==> config.mk <==
export PLATFORM = sky130hd
export DESIGN_NAME = ball_handoff_ctrl
export DESIGN_NICKNAME = d
export VERILOG_FILES = /design/src/rtl/i2c_link_pkg.sv /design/src/rtl/i2c_frame_check.sv /design/src/rtl/ball_handoff_ctrl.sv
export SDC_FILE = /design/constraint.sdc
export NUM_CORES = 1
export LEC_CHECK = 0
export BUFFER_PORTS_ARGS = -buffer_cell sky130_fd_sc_hd__buf_2
export CAP_MARGIN = 20
export CORE_AREA = 4 4 102 104
export CTS_CLUSTER_SIZE = 8
export DETAILED_ROUTE_END_ITERATION = 8
export DIE_AREA = 0 0 106 108
export PLACE_DENSITY_LB_ADDON = 0.12
export SYNTH_ARGS = -nofsm -noshare
export SYNTH_HDL_FRONTEND = slang
export SYNTH_SLANG_ARGS = --single-unit
==> constraint.sdc <==
create_clock -name clk -period 2.9 [get_ports clk]
set_clock_uncertainty 0.15 [all_clocks]
set_input_delay 0 -clock clk [delete_from_list [all_inputs] [get_ports clk]]
set_output_delay 0 -clock clk [all_outputs]
set_load 0.05 [all_outputs]
==> src/rtl/i2c_link_pkg.sv <==
// ---------------------------------------------------------------------------
// i2c_link_pkg
// Shared types and constants for the board-to-board ball handoff link:
//   handoff_state_e : sequencing states of ball_handoff_ctrl
//   HDR_NIBBLE      : required upper nibble of frame byte 0
//   Y_MAX           : largest legal spawn row
//   ball_frame_t    : decoded frame fields
//   sat_inc8        : saturating 8-bit increment used by the event counters
// ---------------------------------------------------------------------------
package i2c_link_pkg;

   typedef enum logic [2:0] {
      ST_IDLE    = 3'd0,
      ST_CAPTURE = 3'd1,
      ST_CHECK   = 3'd2,
      ST_LAUNCH  = 3'd3,
      ST_ACK     = 3'd4
   } handoff_state_e;

   localparam logic [3:0] HDR_NIBBLE = 4'hA;
   localparam logic [8:0] Y_MAX      = 9'd479;

   typedef struct packed {
      logic [3:0] seq;
      logic [8:0] y;
      logic       dir_up;
      logic [2:0] speed_y;
      logic [2:0] speed_x;
      logic [7:0] score;
   } ball_frame_t;

   function automatic logic [7:0] sat_inc8(input logic [7:0] v);
      return (v == 8'hFF) ? v : v + 8'd1;
   endfunction

endpackage

==> src/rtl/i2c_frame_check.sv <==
// ---------------------------------------------------------------------------
// i2c_frame_check
// Purely combinational decode and validation of one captured handoff frame.
//   i_b0..i_b4 : shadow copy of the five received bytes
//   o_good     : header, checksum and row range are all valid
//   o_frame    : decoded fields (meaningful only when o_good=1)
// ---------------------------------------------------------------------------
module i2c_frame_check
   import i2c_link_pkg::*;
(
   input  logic [7:0]  i_b0,
   input  logic [7:0]  i_b1,
   input  logic [7:0]  i_b2,
   input  logic [7:0]  i_b3,
   input  logic [7:0]  i_b4,
   output logic        o_good,
   output ball_frame_t o_frame
);

   logic w_hdr_ok;
   logic w_csum_ok;
   logic w_y_ok;

   assign o_frame.seq     = i_b0[3:0];
   assign o_frame.y       = {i_b2[7], i_b1};
   assign o_frame.dir_up  = i_b2[6];
   assign o_frame.speed_y = i_b2[5:3];
   assign o_frame.speed_x = i_b2[2:0];
   assign o_frame.score   = i_b3;

   assign w_hdr_ok  = (i_b0[7:4] == HDR_NIBBLE);
   assign w_csum_ok = ((i_b0 ^ i_b1 ^ i_b2 ^ i_b3) == i_b4);
   assign w_y_ok    = (o_frame.y <= Y_MAX);

   assign o_good = w_hdr_ok && w_csum_ok && w_y_ok;

endmodule

==> src/rtl/ball_handoff_ctrl.sv <==
// ---------------------------------------------------------------------------
// ball_handoff_ctrl
// Consumes ball-handoff frames from the I2C slave: snapshots the five slave
// registers, validates them, offers the decoded ball over valid/ready, then
// acknowledges the slave until it drops go_left (or the ack times out).
// Ports:
//   clk, reset (async, active-low)
//   slv_reg0..4        : received frame bytes, stable while go_left=1
//   go_left            : slave has a complete frame and waits for ack
//   responsing_i2c_pl  : acknowledge to the slave (registered)
//   ball_valid/ready   : handshake towards the game logic
//   ball_y, ball_dir_up, ball_speed_x, ball_speed_y, remote_score :
//                        last accepted ball parameters (registered)
//   err_count, dup_count : saturating rejected / duplicate frame counters
// ---------------------------------------------------------------------------
module ball_handoff_ctrl
   import i2c_link_pkg::*;
#(
   parameter int unsigned ACK_TIMEOUT = 1_000_000
) (
   input  logic       clk,
   input  logic       reset,
   input  logic [7:0] slv_reg0,
   input  logic [7:0] slv_reg1,
   input  logic [7:0] slv_reg2,
   input  logic [7:0] slv_reg3,
   input  logic [7:0] slv_reg4,
   input  logic       go_left,
   output logic       responsing_i2c_pl,
   output logic       ball_valid,
   input  logic       ball_ready,
   output logic [8:0] ball_y,
   output logic       ball_dir_up,
   output logic [2:0] ball_speed_x,
   output logic [2:0] ball_speed_y,
   output logic [7:0] remote_score,
   output logic [7:0] err_count,
   output logic [7:0] dup_count
);

   localparam int unsigned CNT_W = (ACK_TIMEOUT > 1) ? $clog2(ACK_TIMEOUT) : 1;
   localparam logic [CNT_W-1:0] CNT_LAST = CNT_W'(ACK_TIMEOUT - 1);

   handoff_state_e r_state;
   handoff_state_e w_next;

   logic [7:0]       r_sh0, r_sh1, r_sh2, r_sh3, r_sh4;
   logic             w_good;
   ball_frame_t      w_frame;
   logic             w_is_dup;
   logic             r_seq_seen;
   logic [3:0]       r_last_seq;
   logic [CNT_W-1:0] r_ack_cnt;
   logic             w_load;
   logic             w_err_inc;
   logic             w_dup_inc;

   logic             r_ball_valid;
   logic             r_ack;
   ball_frame_t      r_ball;
   logic [7:0]       r_err_cnt;
   logic [7:0]       r_dup_cnt;

   i2c_frame_check u_check (
      .i_b0    (r_sh0),
      .i_b1    (r_sh1),
      .i_b2    (r_sh2),
      .i_b3    (r_sh3),
      .i_b4    (r_sh4),
      .o_good  (w_good),
      .o_frame (w_frame)
   );

   assign w_is_dup = r_seq_seen && (w_frame.seq == r_last_seq);

   // Shadow copy: the slave may change its registers once go_left drops,
   // so decoding never looks at slv_reg* directly.
   always_ff @(posedge clk) begin
      if (r_state == ST_CAPTURE) begin
         r_sh0 <= slv_reg0;
         r_sh1 <= slv_reg1;
         r_sh2 <= slv_reg2;
         r_sh3 <= slv_reg3;
         r_sh4 <= slv_reg4;
      end
   end

   always_ff @(posedge clk or negedge reset) begin
      if (!reset) r_state <= ST_IDLE;
      else        r_state <= w_next;
   end

   always_comb begin
      w_next    = r_state;
      w_load    = 1'b0;
      w_err_inc = 1'b0;
      w_dup_inc = 1'b0;
      case (r_state)
         ST_IDLE:    if (go_left) w_next = ST_CAPTURE;
         ST_CAPTURE: w_next = ST_CHECK;
         ST_CHECK: begin
            if (!w_good) begin
               w_err_inc = 1'b1;
               w_next    = ST_ACK;
            end else if (w_is_dup) begin
               w_dup_inc = 1'b1;
               w_next    = ST_ACK;
            end else begin
               w_load = 1'b1;
               w_next = ST_LAUNCH;
            end
         end
         ST_LAUNCH:  if (r_ball_valid && ball_ready) w_next = ST_ACK;
         ST_ACK: begin
            // A released go_left wins over a timeout landing on the same cycle.
            if (!go_left) begin
               w_next = ST_IDLE;
            end else if (r_ack_cnt == CNT_LAST) begin
               w_err_inc = 1'b1;
               w_next    = ST_IDLE;
            end
         end
         default:    w_next = ST_IDLE;
      endcase
   end

   // Outputs are registered from the next state so they line up with the
   // state they describe without any input-to-output combinational path.
   always_ff @(posedge clk or negedge reset) begin
      if (!reset) begin
         r_ack_cnt    <= '0;
         r_seq_seen   <= 1'b0;
         r_last_seq   <= '0;
         r_ball_valid <= 1'b0;
         r_ack        <= 1'b0;
         r_ball       <= '0;
         r_err_cnt    <= '0;
         r_dup_cnt    <= '0;
      end else begin
         r_ack_cnt    <= (r_state == ST_ACK) ? r_ack_cnt + CNT_W'(1) : '0;
         r_ball_valid <= (w_next == ST_LAUNCH);
         r_ack        <= (w_next == ST_ACK);
         if (w_load) begin
            r_ball     <= w_frame;
            r_last_seq <= w_frame.seq;
            r_seq_seen <= 1'b1;
         end
         if (w_err_inc) r_err_cnt <= sat_inc8(r_err_cnt);
         if (w_dup_inc) r_dup_cnt <= sat_inc8(r_dup_cnt);
      end
   end

   assign responsing_i2c_pl = r_ack;
   assign ball_valid        = r_ball_valid;
   assign ball_y            = r_ball.y;
   assign ball_dir_up       = r_ball.dir_up;
   assign ball_speed_x      = r_ball.speed_x;
   assign ball_speed_y      = r_ball.speed_y;
   assign remote_score      = r_ball.score;
   assign err_count         = r_err_cnt;
   assign dup_count         = r_dup_cnt;

endmodule

# Word level (Yosys, flattened, before mapping)

Cells that the tools add are included.

Add/subtract/negate cells: 3
Order comparisons: 1
Eq/ne operators: 12
Muxes and demuxes: 18
Bitwise logic cells: 5
Reduce and logical (&&, ||, !) cells: 7

Operators with widths:

| kind                  | count |
|---|---|
| $xor 8x8->8           | 3 |
| $add 20x1->20 const B | 1 |
| $eq 20x20->1 const B  | 1 |
| $mux 20               | 1 |
| $mux 3                | 6 |
| $add 8x1->8 const B   | 2 |
| $eq 8x8->1 const B    | 2 |
| $pmux 3 s5            | 1 |
| $eq 3x2->1 const B    | 3 |
| $le 9x9->1 const B    | 1 |
| $mux 1                | 9 |
| $eq 8x8->1            | 1 |
| $eq 3x3->1 const B    | 2 |
| $eq 4x4->1            | 1 |
| $eq 4x4->1 const B    | 1 |
| $logic_and 1x1->1     | 4 |
| $reduce_and 2->1      | 2 |
| $eq 3x1->1 const B    | 1 |
| $logic_not 3->1       | 1 |
| $not 1->1             | 2 |
| $pmux 1 s2            | 1 |

Register bits after elaboration: 110
Bits of input ports: 44

# Longest topological paths before layout

Depth after elaboration: 9
Gate-level depth with buffers: 7
Gate-level depth less buffers: 7

# By module

Synthesis repeated with hierarchy kept, for this count alone.

Cell total of the unflattened synthesis: 351
Area, all modules: 4852.2 sq um

Modules (own cells, without submodules):

| module            | times used | cells each | area an instance (sq um) | sequential area each (sq um) |
|---|---|---|---|---|
| ball_handoff_ctrl | 1          | 292        | 4280.4                   | 2952.8 |
| i2c_frame_check   | 1          | 59         | 571.8                    | 0.0 |

# Least setup slack after synthesis

No wires, ideal clock.

Kind: reg-to-reg
Start point: register r_state[2]
End point: register r_sh0[0] (enable)
Setup time: 0.437 ns
Arrival: 2.253 ns
Data required time: 2.313 ns
Setup slack: 0.060 ns
Stages on the path, launching flop included: 3
Period minus slack after synthesis: 2.840 ns
Path through: dfrtp_1 nand2b_1 nor2_1

Word-level cells in the longest chain between the ends: 1

Ends and longest elaborated chain:

| item                   | line                    | source |
|---|---|---|
| start, declared        | ball_handoff_ctrl.sv:44 | `handoff_state_e r_state;` |
| start signal, assigned | ball_handoff_ctrl.sv:90 | `else r_state <= w_next;` |
| $eq 3x1->1             | ball_handoff_ctrl.sv:79 | `if (r_state == ST_CAPTURE) begin` |
| end signal, assigned   | ball_handoff_ctrl.sv:80 | `r_sh0 <= slv_reg0;` |
| end, declared          | ball_handoff_ctrl.sv:47 | `logic [7:0] r_sh0, r_sh1, r_sh2, r_sh3, r_sh4;` |

No other way between the ends.
A chain may end at the register's enable or synchronous reset.

# Final worst setup path

Start point: register r_sh0[1]
End point: register r_ball, in the netlist remote_score[7]

Word-level cells in the longest chain between the ends: 8
Elaborated cells between the ends (all ways): 11
Those cells by class: eq/ne (2); mux (3); bitwise (3); reduce/logical (3)

Ends and longest elaborated chain:

| item                           | line                     | source |
|---|---|---|
| $xor 8x8->8 (3 in a row)       | i2c_frame_check.sv:32    | `assign w_csum_ok = ((i_b0 ^ i_b1 ^ i_b2 ^ i_b3) == i_b4);` |
| $eq 8x8->1                     | i2c_frame_check.sv:32    |  |
| $logic_and 1x1->1 (2 in a row) | i2c_frame_check.sv:35    | `assign o_good = w_hdr_ok && w_csum_ok && w_y_ok;` |
| $mux 1 (*)                     | ball_handoff_ctrl.sv:102 | `if (!w_good) begin` |
| $mux 1 (*)                     | ball_handoff_ctrl.sv:98  | `case (r_state)` |
| end signal, assigned           | ball_handoff_ctrl.sv:144 | `r_ball <= w_frame;` |
| end, declared                  | ball_handoff_ctrl.sv:60  | `ball_frame_t r_ball;` |

Every way passes the cells marked *; elsewhere a longest branch is shown, timed or not.

==> flow_metrics.tcl <==
set metrics [dict create \
    outcome "completed" \
    p_leak_nw 2.741 \
    cpPeakStageDelay_ps 460 \
    layout_commonest_cell "buf_2" \
    preCtsSetupSlack_ps 192.2 \
    synth-seq-cells 110 \
    netlist.area_leader.share_pct 37.74 \
    drive_gt1_share_pct 24.05 \
    clk_latency_ps 370 \
    cts_hold_buffers 43 \
    dpl_cell_area_sq_um 5269 \
    die_w_um 106 \
    worstSetupPathType "reg2reg" \
    antenna_found_initial 0 \
    synth_nets 378 \
    ys_types 42 \
    post_cts_resized 0 \
    setup_viol 0 \
    cts.path.max_buffers 2 \
    fin_crit_sh_pct 93.01 \
    timing.rr.end "remote_score[7]" \
    critPathRequiredTime_ps 3000 \
    numCtsBuffers 9 \
    synth-edff-count 40 \
    max_slew_margin_pct 40.92 \
    ys_warn_count 0 \
    max-cap-violations 0 \
    path_cells "xnor3_1 -> xnor2_1 -> nor4_2 -> nand3_1 -> nor3_4 -> buf_4 -> mux2_1" \
    fin_area_sq_um 5899 \
    synthesis.area_sq_um 4642 \
    ff2ff_path_depth 7 \
    drcViolationCount 0 \
    portBuffers 85 \
    slowest_stage "edfxtp_1" \
    hp-class "in2async" \
    clk_pin_slew_ps 110 \
    drtIter0Drc 59 \
    rsz0062_at_grt "no" \
    vias 2980 \
    grt_pass1_vias 3010 \
    grt_usage_pct 16.48 \
    post-dp-hpwl_mm 5.806 \
    antenna_left 0 \
    start_kind "register" \
    synth_seq_area_share_pct 63.61 \
    cts_setup_buffers 0 \
    hold_viol_final 0 \
    tightest_slew_ps 886.2 \
    cp_top_family "simple AND/OR/NAND/NOR gates" \
    critPathArrivalTime_ps 2800 \
    fp.coreArea_sq_um 9549 \
    antenna_cells 0 \
    final_util_pct 61.78 \
    async_reset_ff_share_pct 63.64 \
    wl_per_cell_um 14.55 \
    via_per_inst 4.909 \
    syn_avg_cell_area_sq_um 14.02 \
    clockRootBuffer "clkbuf_8" \
    vdd_drop_max_uv 449.5 \
    die_area_sq_um 11450 \
    endpoint_kind "register" \
    syn2layout_area_growth_pct 27.09 \
    start_util_pct 48.61 \
    reg2reg_slack_ps 200 \
    final_cell_mix "buf_2, dfrtp_1, dlygate4sd3_1" \
    rows 36 \
    worstReg2RegStart "r_sh0[1]" \
    setup_tns_ps 0 \
    finalNetCount 516 \
    synth_top_area_cell "dfrtp_1" \
    syn_inst 331 \
    max_freq_mhz 370.8 \
    gp_congestion 0.8010 \
    overflow 0 \
    cts_tree "done" \
    yosys_most_used_dff "dfrtp_1" \
    path_max_fanout 11 \
    grt_pass1_wl_mm 14.67 \
    critical_path_buf_inv_count 1 \
    setup_ws_ps 202.8 \
    cts_sinks 110 \
    die_h_um 108 \
    grt_max_degree 71 \
    power_density_nw_per_um2 655.7 \
    cts-htree-levels 3 \
    ioPinCount 86 \
    wirelength_mm 8.833 \
    period_minus_slack_ps 2697 \
    fin_hold_ws_ps 143.4 \
    ys_top_cells_by_area "dfrtp_1, edfxtp_1, mux2_1" \
    maxSlewViolCount 0 \
    drt_pass1_iterations 6 \
]
layout make-up:
cell class              count  area [sq um]
well taps                 133         166.4
fillers                   764          3650
repair buffers            134         915.9
clock inverters             7         76.32
flip-flops and latches    110          2953
inverters                   4         15.01
clock buffers               9         123.9
multi-input cells         210          1649
worst reg2reg max path, cell delays in order, from the launching register on:
cell and delay [ps]:
edfxtp_1 460, xnor3_1 420, xnor2_1 150, nor4_2 410, nand3_1 210, nor3_4 220
buf_4 230, mux2_1 340
where the power goes:
part / leakage, nW / switching (W) / internal, W
logic: 1.30 / 0.000500 / 0.000412
registers: 1.34 / 0.000168 / 0.00188
clock network: 0.102 / 0.000567 / 0.000343
registers in the layout (all words and copies together) (netlist names):
name	flops
ball_dir_up	1
ball_speed_x	3
ball_speed_y	3
ball_valid	1
ball_y	9
dup_count	8
err_count	8
r_ack_cnt	20
r_last_seq	4
r_seq_seen	1
r_sh0	8
r_sh1	8
r_sh2	8
r_sh3	8
r_sh4	8
r_state	3
remote_score	8
responsing_i2c_pl	1
kinds of logic (layout without fill, tap and decap cells):
family / count (synthesis) / in the layout / share of synthesized area (%)
flops: 110 / 110 / 63.61
mux: 31 / 31 / 7.520
fa+ha+maj: 3 / 3 / 0.8087
simple gates: 99 / 99 / 11.24
buf+inv: 11 / 154 / 1.159
xor+xnor: 57 / 57 / 12.83
compound gates: 20 / 20 / 2.830
per-stage QoR:
stage          std cells  power [W]
2_1_floorplan        331   0.002700
4_1_cts              607   0.003920
6_report             607   0.003868
3_3_place_gp         548   0.002946
3_5_place_dp         548   0.002961
5_1_grt              607   0.004087
Yosys cell counts (4+ instances only):
master and number:
nand3_1 14, nor3_1 6, nand4_1 9, nor2_1 32
dfrtp_1 70, and3_1 5, xnor2_1 20, xnor3_1 7
nand2_1 10, or3_1 4, mux2_1 28, inv_1 4
edfxtp_1 40, xor2_1 30
worst max path at each step:
stage / start / end / slack (ps) / cells after the start
after floorplan: r_state[2] / r_sh0[0] / 60 / 2
after global placement: r_sh0[1] / ball_y[8] / 240 / 7
after detailed placement: r_sh0[1] / remote_score[7] / 190 / 7
after CTS: r_sh0[1] / remote_score[7] / 170 / 7
after global routing: r_sh0[1] / ball_y[7] / 40 / 7
final: r_sh0[1] / remote_score[7] / 200 / 7
layer usage:
metal	vias to the layer above	GRT usage [%]	part of all wire [%]
li1	1455	-	-
met1	1447	21.36	45
met2	70	27.73	50
met3	8	4.716	4.5
met4	0	3.978	1.1
met5	-	0	0
Power figures use the tool's default switching activity.
